===== src/rtl/mem_bus_arbiter.sv =====
// mem_bus_arbiter: cycle-stealing arbiter for one memory port shared by the
// CPU (zero-latency, priority) and a DMA/video requester (one access per two
// cycles at best). A starvation counter forces a DMA slot after
// CPU_BURST_MAX contended CPU grants and holds the CPU for that one cycle.
module mem_bus_arbiter #(
    parameter int unsigned CPU_BURST_MAX = 4
) (
    input  logic        clk,
    input  logic        reset,
    input  logic [15:0] cpu_address,
    input  logic [7:0]  cpu_data_out,
    input  logic        cpu_r,
    input  logic        cpu_w,
    output logic [7:0]  cpu_data_in,
    output logic        cpu_hold,
    input  logic        dma_req,
    input  logic        dma_we,
    input  logic [15:0] dma_address,
    input  logic [7:0]  dma_wdata,
    output logic        dma_ack,
    output logic [7:0]  dma_rdata,
    output logic [15:0] mem_address,
    output logic [7:0]  mem_wdata,
    input  logic [7:0]  mem_rdata,
    output logic        mem_r,
    output logic        mem_w
);

    localparam logic [3:0] BURST_MAX = 4'(CPU_BURST_MAX);

    typedef enum logic {
        ARB  = 1'b0,
        DACK = 1'b1
    } state_t;

    state_t      state_q, state_d;
    logic [3:0]  starve_q, starve_d;
    logic        dma_ack_q, dma_ack_d;
    logic [7:0]  dma_rdata_q, dma_rdata_d;

    logic        cpu_acc;
    logic        dma_elig;
    logic        force_dma;
    logic        grant_dma;
    logic        grant_cpu;

    // Grant decision; reset gates both requesters so the port is idle while reset is high
    always_comb begin
        cpu_acc   = (cpu_r | cpu_w) & ~reset;
        dma_elig  = dma_req & (state_q == ARB) & ~reset;
        force_dma = dma_elig & (starve_q == BURST_MAX);
        grant_dma = dma_elig & (~cpu_acc | force_dma);
        grant_cpu = cpu_acc & ~grant_dma;
        cpu_hold  = cpu_acc & grant_dma;
    end

    // Memory port mux; a CPU cycle with both strobes set is treated as a write
    always_comb begin
        mem_address = 16'h0000;
        mem_wdata   = 8'h00;
        mem_r       = 1'b0;
        mem_w       = 1'b0;
        cpu_data_in = 8'h00;
        if (grant_cpu) begin
            mem_address = cpu_address;
            mem_wdata   = cpu_data_out;
            mem_w       = cpu_w;
            mem_r       = cpu_r & ~cpu_w;
            cpu_data_in = mem_rdata;
        end else if (grant_dma) begin
            mem_address = dma_address;
            mem_wdata   = dma_wdata;
            mem_w       = dma_we;
            mem_r       = ~dma_we;
        end
    end

    // Next-state logic: DMA access in ARB, one-cycle ack in DACK, starvation counting
    always_comb begin
        state_d     = state_q;
        dma_ack_d   = 1'b0;
        dma_rdata_d = dma_rdata_q;
        starve_d    = starve_q;

        case (state_q)
            ARB: begin
                if (grant_dma) begin
                    state_d   = DACK;
                    dma_ack_d = 1'b1;
                    if (!dma_we) begin
                        dma_rdata_d = mem_rdata;
                    end
                end
            end
            DACK: begin
                // DMA is ineligible here, so the CPU always owns this cycle
                state_d = ARB;
            end
            default: begin
                state_d = ARB;
            end
        endcase

        if (grant_dma || ((state_q == ARB) && !dma_req)) begin
            starve_d = 4'd0;
        end else if (grant_cpu && dma_elig && (starve_q != BURST_MAX)) begin
            starve_d = starve_q + 4'd1;
        end
    end

    // State register; reset drops any in-flight DMA access without an ack
    always_ff @(posedge clk) begin
        if (reset) begin
            state_q     <= ARB;
            starve_q    <= 4'd0;
            dma_ack_q   <= 1'b0;
            dma_rdata_q <= 8'h00;
        end else begin
            state_q     <= state_d;
            starve_q    <= starve_d;
            dma_ack_q   <= dma_ack_d;
            dma_rdata_q <= dma_rdata_d;
        end
    end

    assign dma_ack   = dma_ack_q;
    assign dma_rdata = dma_rdata_q;

endmodule


===== config.mk =====
export PLATFORM = sky130hd
export DESIGN_NAME = mem_bus_arbiter
export DESIGN_NICKNAME = d
export VERILOG_FILES = /design/src/rtl/mem_bus_arbiter.sv
export SDC_FILE = /design/constraint.sdc
export NUM_CORES = 1
export LEC_CHECK = 0
export ABC_AREA = 1
export BUFFER_PORTS_ARGS = -buffer_cell sky130_fd_sc_hd__buf_2
export CAP_MARGIN = 15
export CORE_ASPECT_RATIO = 0.75
export CORE_MARGIN = 10
export CORE_UTILIZATION = 40
export DETAILED_ROUTE_END_ITERATION = 16
export PLACE_DENSITY_LB_ADDON = 0.25
export SYNTH_ARGS = -nofsm -noshare
export SYNTH_HDL_FRONTEND = slang
export SYNTH_SLANG_ARGS = --single-unit
export TNS_END_PERCENT = 5

===== constraint.sdc =====
create_clock -name clk -period 6 [get_ports clk]
set_clock_uncertainty 0.2 [all_clocks]
set_input_delay 1.8 -clock clk [delete_from_list [all_inputs] [get_ports clk]]
set_output_delay 1.8 -clock clk [all_outputs]
set_load 0.01 [all_outputs]

==> qor.yml <==
synth.distinct_cells: 24
fp.dieH_um: 67.04
grt_pass1_wl_um: 6437
drive_above_1_share_pct: 37.99
clk_latency_ps: 240
ff2ff_path_depth: 6
power_frac_seq_pct: 33.4
crit_arrival_ps: 3340
fp.coreArea_um2: 2723
num_io_pins: 106
mostFrequentLayoutCell: "buf_2"
rsz0062_at_grt: "false"
max-cap-violations: 0
cts_tree: "built"
cts_root_buf: "clkbuf_8"
n_antenna_cell: 0
route.vias.total: 1543
regArea_um2: 260.3
drt-pass1-iter-count: 4
syn_avg_cell_area_um2: 5.700
synthTopCellsByArea: "nand2_1 (24%), dfxtp_1 (22%), nand3_1 (13%)"
track_usage_pct: 14.17
synth_edf_count: 0
multi_input_area_um2: 733.2
ant_nets: 0
power_density_nw_per_um2: 155.8
place.gp.congestion: 0.8606
syn_to_final_growth_pct: 47.30
grt_pass1_vias: 1431
die_area_um2: 5545
ctsLongestPathBuffers: 2
slew_viol_final: 0
fin_crit_sh_pct: 88.94
grt_max_degree: 29
period_needed_ps: 5336
drc_errors: 0
power.switching_mw: 0.09210
cp-end-kind: "output pin"
yosysTopAreaCellShare_pct: 24.18
reg2reg_to: "state_q"
initial_core_util_pct: 43.34
peakVddDrop_mv: 0.1212
p_sw_share_pct: 34.02
via_per_inst: 4.485
slew_headroom_pct: 71.60
whs_path_depth: 4
min_to: "dma_rdata[2]"
status: "finished, final reports clean"
max_freq_mhz: 187.4
critPathRequiredTime_ps: 4000
internal-power_mw: 0.1787
tritoncts.num_buffers: 3
grt_overflow: 0
syn_inst: 207
r2r_setup_slack_ps: 4230
clkSinkCount: 13
p_comb_share_pct: 37.6
synthFlopType: "dfxtp_1"
final_cell_mix: "buf_2 (105), nand2_1 (76), nand3_1 (31)"
holdCritPathClass: "flip-flop to flip-flop"
syn_area_um2: 1180
reg2reg_from: "starve_q[0]"
hold_buffers: 0
cp-start-kind: "input pin"
finalSetupViolCount: 0
drt_iter0_drc: 91
htree_levels: 1
tightest_slew_ps: 425.0
cts_setup_buffers: 0
row_count: 16
cts.clk_slew.worst_paths_ps: 50
yosysTopAreaCell: "nand2_1"
die_width_um: 82.72
synthArstFlopShare_pct: 0
dp_hpwl_um: 3536
hp-start: "dma_rdata[2]"
crit_type: "input pin to output pin"
ys_seq_elements: 13
nets: 373
clkPwrFrac_pct: 29.1
yosysWarnings: 0
routed_wl_um: 4241
p_leak_nw: 1.095
fill_cells: 281
port_buffers: 105
fin_setup_tns_ps: 0
critical_path.max_fanout: 28
cts_resized: 0
syn_nets: 271
ys_seq_area_share_pct: 22.06
p_total_mw: 0.2707
hold_viol: 0
wl_per_cell_um: 12.33
antenna_found_initial: 0
-- Yosys cell counts, types with 2 or more instances --
cell type and instances:
nand2_4 2, nor2_1 20, dfxtp_1 13, clkbuf_1 2, buf_6 3, nand2_8 2, nand2_1 76, nand4_1 9
o21ai_0 2, nand3_1 31, inv_1 30, a21oi_1 4, ha_1 2
-- registers in the layout, indices dropped and copies added, names as in the netlist --
register / cells
state_q: 1
dma_rdata: 8
starve_q: 4
-- area by class of cell --
type	count	share of cell area [%]
multi-input combinational	153	42.19
timing repair buffer	105	30.24
sequential	13	14.97
inverter	33	7.415
clock buffer	4	2.592
tap	36	2.592
-- per-layer routing --
metal	vias up	GRT usage, %	part of all wire (%)
met5	-	0	0
met4	0	1.875	0.14
met3	2	5.094	9.5
met2	51	25.00	51
met1	646	16.28	39
li1	844	-	-
-- power groups by stage --
stage / registers (mW) / logic (mW) / clock network [mW]
floorplan: 0.0935 / 0.0563 / 0
global placement: 0.0922 / 0.102 / 0
detailed placement: 0.0922 / 0.103 / 0
CTS: 0.0904 / 0.103 / 0.0808
global route: 0.0906 / 0.115 / 0.0833
finish: 0.0904 / 0.102 / 0.0787
-- stage by stage --
| step | area (µm²) | std cells | hold WS, ps | util (%) | worst slack, ps |
|---|---|---|---|---|---|
| floorplan | 1180 | 207 | 271.9 | - | 1279 |
| detailed placement | 1693 | 340 | 293.9 | 62.18 | 660.6 |
| global route | 1738 | 344 | 319.7 | 63.83 | 460.4 |
| CTS | 1738 | 344 | 305.2 | 63.83 | 643.8 |
| global placement | 1693 | 340 | 294.3 | 62.18 | 708.0 |
| finish | 1738 | 344 | 304.5 | 63.83 | 663.6 |
-- how the worst max path moves through the flow --
stage                      from               to  cells after the start
after floorplan           reset            mem_r                      8
after global placement    reset            mem_r                      9
after detailed placement  reset            mem_r                      9
after CTS                 reset            mem_r                      9
after global routing      reset     mem_wdata[7]                     10
final                     reset  mem_address[15]                     10
-- critical path: stages --
cell and delay (ps):
buf_2 130, inv_2 170, nand2_1 140, nand2_4 280
nand2_8 130, nand2_8 180, clkinv_4 190, nand2_1 110
nand2_1 50, buf_2 140
-- cell families after synthesis --
family / after synthesis / synth area share, %
buffers and inverters: 41 / 15.80
AND/OR/NAND/NOR: 143 / 56.10
AO/OA/AOI/OAI: 7 / 3.182
adder cells (fa/ha/maj): 2 / 2.121
flip-flops: 13 / 22.06
XOR/XNOR: 1 / 0.7424
(Power assumes the default switching activity.)
